File: src/rtl/hier_node_seq_if.sv
// Parent/child handshake bundle for one hierarchy node.
// The node sits on the slave side; whoever drives start and answers the lanes uses master.
interface hier_node_seq_if #(
    parameter int NUM_CHILD = 5,
    parameter int TMO_W     = 16
);
    logic                 start_i;
    logic [NUM_CHILD-1:0] child_en_i;
    logic [TMO_W-1:0]     tmo_cfg_i;
    logic                 busy_o;
    logic                 done_o;
    logic                 err_o;
    logic                 tmo_o;
    logic [NUM_CHILD-1:0] child_start_o;
    logic [NUM_CHILD-1:0] child_done_i;
    logic [NUM_CHILD-1:0] child_err_i;
    logic [NUM_CHILD-1:0] done_vec_o;

    modport master (
        output start_i, child_en_i, tmo_cfg_i, child_done_i, child_err_i,
        input  busy_o, done_o, err_o, tmo_o, child_start_o, done_vec_o
    );

    modport slave (
        input  start_i, child_en_i, tmo_cfg_i, child_done_i, child_err_i,
        output busy_o, done_o, err_o, tmo_o, child_start_o, done_vec_o
    );
endinterface

File: src/rtl/hier_node_seq.sv
// Hierarchy node: launches NUM_CHILD child lanes (parallel or in index order),
// collects their done/err pulses under a watchdog and reports one done pulse upward.
module hier_node_seq #(
    parameter int NUM_CHILD = 5,
    parameter int SEQ_MODE  = 0,
    parameter int TMO_W     = 16
) (
    input  logic           clk,
    input  logic           rst_n,
    hier_node_seq_if.slave bus
);
    localparam int LANE_W = (NUM_CHILD > 1) ? $clog2(NUM_CHILD) : 1;

    typedef enum logic [1:0] {S_IDLE, S_LAUNCH, S_WAIT, S_FIN} state_t;

    state_t               state;
    logic [NUM_CHILD-1:0] mask;
    logic [NUM_CHILD-1:0] started;
    logic [LANE_W-1:0]    cur_lane;
    logic [TMO_W-1:0]     wd_cnt;

    logic [NUM_CHILD-1:0] accept_vec;
    logic [NUM_CHILD-1:0] remain;
    logic [NUM_CHILD-1:0] first_en;
    logic [NUM_CHILD-1:0] next_lane;
    logic [LANE_W-1:0]    first_idx;
    logic [LANE_W-1:0]    next_idx;
    logic                 wd_hit;

    function automatic logic [NUM_CHILD-1:0] lowest_bit(input logic [NUM_CHILD-1:0] v);
        return v & (~v + NUM_CHILD'(1));
    endfunction

    function automatic logic [LANE_W-1:0] lowest_idx(input logic [NUM_CHILD-1:0] v);
        logic [LANE_W-1:0] idx;
        idx = '0;
        for (int i = NUM_CHILD - 1; i >= 0; i--) begin
            if (v[i]) idx = LANE_W'(i);
        end
        return idx;
    endfunction

    // A done counts only in WAIT, so a done coincident with its own start pulse is dropped.
    assign accept_vec = (state == S_WAIT) ? (bus.child_done_i & mask & started) : '0;
    assign remain     = mask & ~bus.done_vec_o;
    assign first_en   = lowest_bit(bus.child_en_i);
    assign first_idx  = lowest_idx(bus.child_en_i);
    assign next_lane  = lowest_bit(remain);
    assign next_idx   = lowest_idx(remain);
    assign wd_hit     = (bus.tmo_cfg_i != '0) && (wd_cnt == bus.tmo_cfg_i);

    always_ff @(posedge clk or negedge rst_n) begin
        if (!rst_n) begin
            state             <= S_IDLE;
            mask              <= '0;
            started           <= '0;
            cur_lane          <= '0;
            wd_cnt            <= '0;
            bus.busy_o        <= 1'b0;
            bus.done_o        <= 1'b0;
            bus.err_o         <= 1'b0;
            bus.tmo_o         <= 1'b0;
            bus.child_start_o <= '0;
            bus.done_vec_o    <= '0;
        end else begin
            bus.done_o        <= 1'b0;
            bus.child_start_o <= '0;
            case (state)
                S_IDLE: begin
                    if (bus.start_i) begin
                        mask           <= bus.child_en_i;
                        bus.done_vec_o <= '0;
                        bus.err_o      <= 1'b0;
                        bus.tmo_o      <= 1'b0;
                        bus.busy_o     <= 1'b1;
                        wd_cnt         <= '0;
                        state          <= S_LAUNCH;
                        if (SEQ_MODE != 0) begin
                            bus.child_start_o <= first_en;
                            started           <= first_en;
                            cur_lane          <= first_idx;
                        end else begin
                            bus.child_start_o <= bus.child_en_i;
                            started           <= bus.child_en_i;
                            cur_lane          <= '0;
                        end
                    end
                end

                S_LAUNCH: begin
                    wd_cnt <= wd_cnt + TMO_W'(1);
                    if (mask == '0) begin
                        bus.done_o <= 1'b1;
                        state      <= S_FIN;
                    end else begin
                        state <= S_WAIT;
                    end
                end

                // Completion is judged on the registered done vector; the watchdog takes priority.
                S_WAIT: begin
                    bus.done_vec_o <= bus.done_vec_o | accept_vec;
                    if ((accept_vec & bus.child_err_i) != '0) bus.err_o <= 1'b1;
                    if (wd_hit) begin
                        bus.tmo_o  <= 1'b1;
                        bus.err_o  <= 1'b1;
                        bus.done_o <= 1'b1;
                        state      <= S_FIN;
                    end else begin
                        wd_cnt <= wd_cnt + TMO_W'(1);
                        if (SEQ_MODE != 0) begin
                            if (bus.done_vec_o[cur_lane]) begin
                                if (remain != '0) begin
                                    bus.child_start_o <= next_lane;
                                    started           <= started | next_lane;
                                    cur_lane          <= next_idx;
                                    wd_cnt            <= '0;
                                    state             <= S_LAUNCH;
                                end else begin
                                    bus.done_o <= 1'b1;
                                    state      <= S_FIN;
                                end
                            end
                        end else if (bus.done_vec_o == mask) begin
                            bus.done_o <= 1'b1;
                            state      <= S_FIN;
                        end
                    end
                end

                S_FIN: begin
                    bus.busy_o <= 1'b0;
                    state      <= S_IDLE;
                end

                default: state <= S_IDLE;
            endcase
        end
    end
endmodule
File: src/flat_wrapper.sv
// flat-port wrapper written by rule: the top's interface ports become plain ports
module hier_node_seq_flat 
#(
    parameter int NUM_CHILD = 5,
    parameter int SEQ_MODE  = 0,
    parameter int TMO_W     = 16
)
  (clk, rst_n, bus_start_i, bus_child_en_i, bus_tmo_cfg_i, bus_child_done_i, bus_child_err_i, bus_busy_o, bus_done_o, bus_err_o, bus_tmo_o, bus_child_start_o, bus_done_vec_o);
  hier_node_seq_if #(.NUM_CHILD(NUM_CHILD), .TMO_W(TMO_W)) bus_i ();
  input  logic clk;
  input  logic rst_n;
  input wire logic [$bits(bus_i.start_i)-1:0] bus_start_i;
  input wire logic [$bits(bus_i.child_en_i)-1:0] bus_child_en_i;
  input wire logic [$bits(bus_i.tmo_cfg_i)-1:0] bus_tmo_cfg_i;
  input wire logic [$bits(bus_i.child_done_i)-1:0] bus_child_done_i;
  input wire logic [$bits(bus_i.child_err_i)-1:0] bus_child_err_i;
  output wire logic [$bits(bus_i.busy_o)-1:0] bus_busy_o;
  output wire logic [$bits(bus_i.done_o)-1:0] bus_done_o;
  output wire logic [$bits(bus_i.err_o)-1:0] bus_err_o;
  output wire logic [$bits(bus_i.tmo_o)-1:0] bus_tmo_o;
  output wire logic [$bits(bus_i.child_start_o)-1:0] bus_child_start_o;
  output wire logic [$bits(bus_i.done_vec_o)-1:0] bus_done_vec_o;
  assign bus_i.start_i = bus_start_i;
  assign bus_i.child_en_i = bus_child_en_i;
  assign bus_i.tmo_cfg_i = bus_tmo_cfg_i;
  assign bus_i.child_done_i = bus_child_done_i;
  assign bus_i.child_err_i = bus_child_err_i;
  assign bus_busy_o = bus_i.busy_o;
  assign bus_done_o = bus_i.done_o;
  assign bus_err_o = bus_i.err_o;
  assign bus_tmo_o = bus_i.tmo_o;
  assign bus_child_start_o = bus_i.child_start_o;
  assign bus_done_vec_o = bus_i.done_vec_o;
  hier_node_seq #(.NUM_CHILD(NUM_CHILD), .SEQ_MODE(SEQ_MODE), .TMO_W(TMO_W)) u_core (.clk(clk), .rst_n(rst_n), .bus(bus_i));
endmodule
File: config.mk
export PLATFORM = sky130hd
export DESIGN_NAME = hier_node_seq_flat
export DESIGN_NICKNAME = d
export VERILOG_FILES = /design/src/rtl/hier_node_seq_if.sv /design/src/rtl/hier_node_seq.sv /design/src/flat_wrapper.sv
export SDC_FILE = /design/constraint.sdc
export NUM_CORES = 1
export LEC_CHECK = 0
export BUFFER_PORTS_ARGS = -buffer_cell sky130_fd_sc_hd__buf_4
export CORE_ASPECT_RATIO = 1.1
export CORE_MARGIN = 5
export CORE_UTILIZATION = 50
export DETAILED_ROUTE_END_ITERATION = 8
export PLACE_DENSITY = 0.74
export SLEW_MARGIN = 30
export SYNTH_ARGS = -nofsm -noshare
export SYNTH_HDL_FRONTEND = slang
export SYNTH_SLANG_ARGS = --single-unit
File: constraint.sdc
create_clock -name clk -period 2.25 [get_ports clk]
set_clock_uncertainty 0.05 [all_clocks]
set_input_delay 0.225 -clock clk [delete_from_list [all_inputs] [get_ports clk]]
set_output_delay 0.225 -clock clk [all_outputs]
set_load 0.02 [all_outputs]
==> flow_metrics.env <==
export IMPL_status="completed"
export IMPL_place_hpwl_mm=3.87
export IMPL_fill_cells=375
export IMPL_slowest_delay_ns=0.47
export IMPL_rsz0062_at_grt="no"
export IMPL_worstMarginPinSlew_ns=0.472
export IMPL_synth_cell_type_count=34
export IMPL_leakage_nw=1.29
export IMPL_use_met1=0.255
export IMPL_placedCellCount=326
export IMPL_groute_layer_met3_usage=0.0474
export IMPL_root_buffer="clkbuf_8"
export IMPL_die_w_um=72.2
export IMPL_worstPathRequired_ns=2.43
export IMPL_pin_count=48
export IMPL_yosysSeqAreaShare=0.435
export IMPL_first_pass_iters=4
export IMPL_endpoint_kind="flip-flop"
export IMPL_max_slew_margin=0.685
export IMPL_crit_fanout=6
export IMPL_p_comb_frac=0.462
export IMPL_grt_busiest_layer="met2"
export IMPL_finalHoldViolations=0
export IMPL_min_period_over_period=0.910
export IMPL_wirelength_mm=5.08
export IMPL_postCtsSetupRepairBufs=0
export IMPL_intPower_mw=1.78
export IMPL_first_iter_violations=118
export IMPL_fin_crit_ns=2.05
export IMPL_drc=0
export IMPL_cts_path_max_buffers=2
export IMPL_portBuffers=47
export IMPL_final_cell_area_um2=2670
export IMPL_fmax_ghz=0.488
export IMPL_synth_yosys_warnings=0
export IMPL_p_switching_mw=1.26
export IMPL_clkTransAtPathRegs_ns=0.08
export IMPL_maxCapViolCount=0
export IMPL_gr_usage_all_layers=0.194
export IMPL_syn_avg_cell_area_um2=9.26
export IMPL_gr_total_overflow=0
export IMPL_grt_max_degree=38
export IMPL_cts_made_buffers=5
export IMPL_die_h_um=78.4
export IMPL_start_kind="flip-flop"
export IMPL_nNetsFinal=320
export IMPL_met2_usage=0.310
export IMPL_start_util=0.504
export IMPL_finalWeightedCongestion=0.946
export IMPL_worstSetupPathType="reg2reg"
export IMPL_grt_pass1_vias=1822
export IMPL_clock_sinks=37
export IMPL_sequentialPowerShare=0.341
export IMPL_r2r_start="u_core.wd_cnt[0]"
export IMPL_setup_violations=0
export IMPL_synth_area_um2=2130
export IMPL_antenna_found_initial=0
export IMPL_antenna_left=0
export IMPL_htree_num_levels=2
export IMPL_vias_per_cell=5.69
export IMPL_crit_start="u_core.wd_cnt[0]"
export IMPL_antennaDiodeCount=0
export IMPL_irDropWorstVdd_v=0.000621
export IMPL_vias=1906
export IMPL_ys_ff_latch=37
export IMPL_min_from="bus_child_en_i[3]"
export IMPL_crit_path_cell_trace="ha_1 -> and3_1 -> and3_1 -> and3_1 -> nand3_2 -> or4_1 -> nand3_1"
export IMPL_die_area_um2=5670
export IMPL_hp_class="in2reg"
export IMPL_p_total_mw=3.04
export IMPL_power_density_nw_per_um2=1140
export IMPL_drv_slew=0
export IMPL_syn2layout_area_growth_pct=25.1
export IMPL_place_area_um2=2530
export IMPL_synthCells=230
export IMPL_wl_per_cell_um=15.2
export IMPL_clkPwrFrac=0.197
export IMPL_grt_pass1_wl_mm=8.72
export IMPL_drive_above_1_share=0.228
export IMPL_critPathSlowestCell="or4_1"
export IMPL_core_um2=4220
export IMPL_cp_common_cell="and3_1"
export IMPL_critPathArrivalTime_ns=2.23
export IMPL_stdcell_count=335
export IMPL_swShare=0.414
export IMPL_cts_tree="built"
export IMPL_clk_latency_ns=0.29
export IMPL_syn_num_nets=270
export IMPL_tns_ns=0
export IMPL_rows=25
[synth_stat cells]
library cell   n  area (µm²)
nand2b_1       2        12.5
nor4_1         7        43.8
nor3b_1        3        22.5
or4_1          6        45.0
o31ai_1        2        15.0
a21boi_0       1        7.51
nand3_2        1        10.0
o21ai_0        8        40.0
clkbuf_1       5        18.8
a21oi_1        9        45.0
and4_1         1        8.76
nand4_1        6        37.5
and2_1         1        6.26
nor4b_1        1        8.76
a21o_1         6        45.0
buf_2          3        15.0
buf_4          3        22.5
nor3_1         6        30.0
dfrtp_1       37         926
xor2_1         2        17.5
a2bb2oi_1      1        8.76
buf_6          1        11.3
or4b_2         1        10.0
nand2_1       22        82.6
nand3_1       25         125
o211ai_1       1        7.51
mux2i_1        6        60.1
nor2_1        11        41.3
a31oi_1        5        31.3
ha_1           6        75.1
inv_1          5        18.8
xnor2_1       19         166
and3_1        14        87.6
a211o_1        3        26.3
[power groups by stage]
| stage | logic [mW] | clock network, mW | registers, mW |
|---|---|---|---|
| after floorplan | 0.908 | 0 | 1.07 |
| after global placement | 1.38 | 0 | 1.04 |
| after detailed placement | 1.41 | 0 | 1.05 |
| after CTS | 1.41 | 0.611 | 1.04 |
| after global routing | 1.55 | 0.649 | 1.07 |
| final | 1.40 | 0.598 | 1.04 |
[per-stage QoR]
| step | util | worst slack (ns) | hold slack, ns |
|---|---|---|---|
| finish | 0.631 | 0.202 | 0.162 |
| CTS | 0.631 | 0.212 | 0.156 |
| detailed placement | 0.600 | 0.187 | 0.166 |
| global route | 0.631 | 0.0775 | 0.163 |
| global placement | 0.600 | 0.226 | 0.169 |
| floorplan | - | 0.266 | -0.121 |
[state kept, by name (all words and copies together), names as in the netlist]
signal,count
u_core.bus.done_vec_o,5
u_core.bus.child_start_o,5
u_core.bus.tmo_o,1
u_core.wd_cnt,16
u_core.bus.err_o,1
u_core.state,2
u_core.bus.busy_o,1
u_core.mask,5
u_core.bus.done_o,1
[metal layers]
layer / up-vias / wire length (µm)
met5: - / 0
met1: 903 / 2220
li1: 933 / -
met2: 62 / 2430
met3: 8 / 361
met4: 0 / 76
[cell type report]
cell class,instances,area (µm²),share of cell area
multi-input combinational,176,1120,0.419
sequential,37,926,0.347
timing repair buffer,55,415,0.156
clock buffer,6,82.6,0.0310
tap,54,67.6,0.0254
clock inverter,2,37.5,0.0141
inverter,5,18.8,0.00704
[worst max-delay path, delay by kind of cell, from the launching register on]
| family | cells | cell delay (ns) |
|---|---|---|
| AND/OR/NAND/NOR | 6 | 1.32 |
| flip-flops | 1 | 0.42 |
| adder cells (fa/ha/maj) | 1 | 0.21 |
[final timing paths]
check | end | slack, ns | cells past startpoint
min in group asynchronous | u_core.mask[4] | 0.39 | 2
worst min register to register | u_core.bus.busy_o | 0.51 | 2
worst min-delay path | u_core.bus.child_start_o[3] | 0.16 | 2
worst max register to register | u_core.wd_cnt[10] | 0.20 | 7
max in group asynchronous | u_core.wd_cnt[0] | 1.42 | 2
worst max-delay path | u_core.wd_cnt[10] | 0.20 | 7
[logic make-up after synthesis]
family                   count (synthesis)  synth area share
AND/OR/NAND/NOR                        107             0.269
flip-flops                              37             0.435
AO/OA/AOI/OAI                           36             0.106
XOR/XNOR                                21            0.0864
buffers and inverters                   17            0.0405
multiplexers                             6            0.0282
adder cells (fa/ha/maj)                  6            0.0353
[layout by cell type, fill, tap and decap left out, drive strengths merged, types with 7 or more instances in the layout]
| cell type | count |
|---|---|
| and3 | 14 |
| nand2 | 22 |
| xnor2 | 19 |
| nor2 | 11 |
| dfrtp | 37 |
| a21oi | 9 |
| nor4 | 7 |
| nand3 | 26 |
| buf | 54 |
| o21ai | 8 |
[repair_timing]
action	4_1_cts	5_1_grt
hold buffers	1	0
hold endpoints to repair	37	0
resized for setup	0	0
Power figures use the tool's default switching activity.
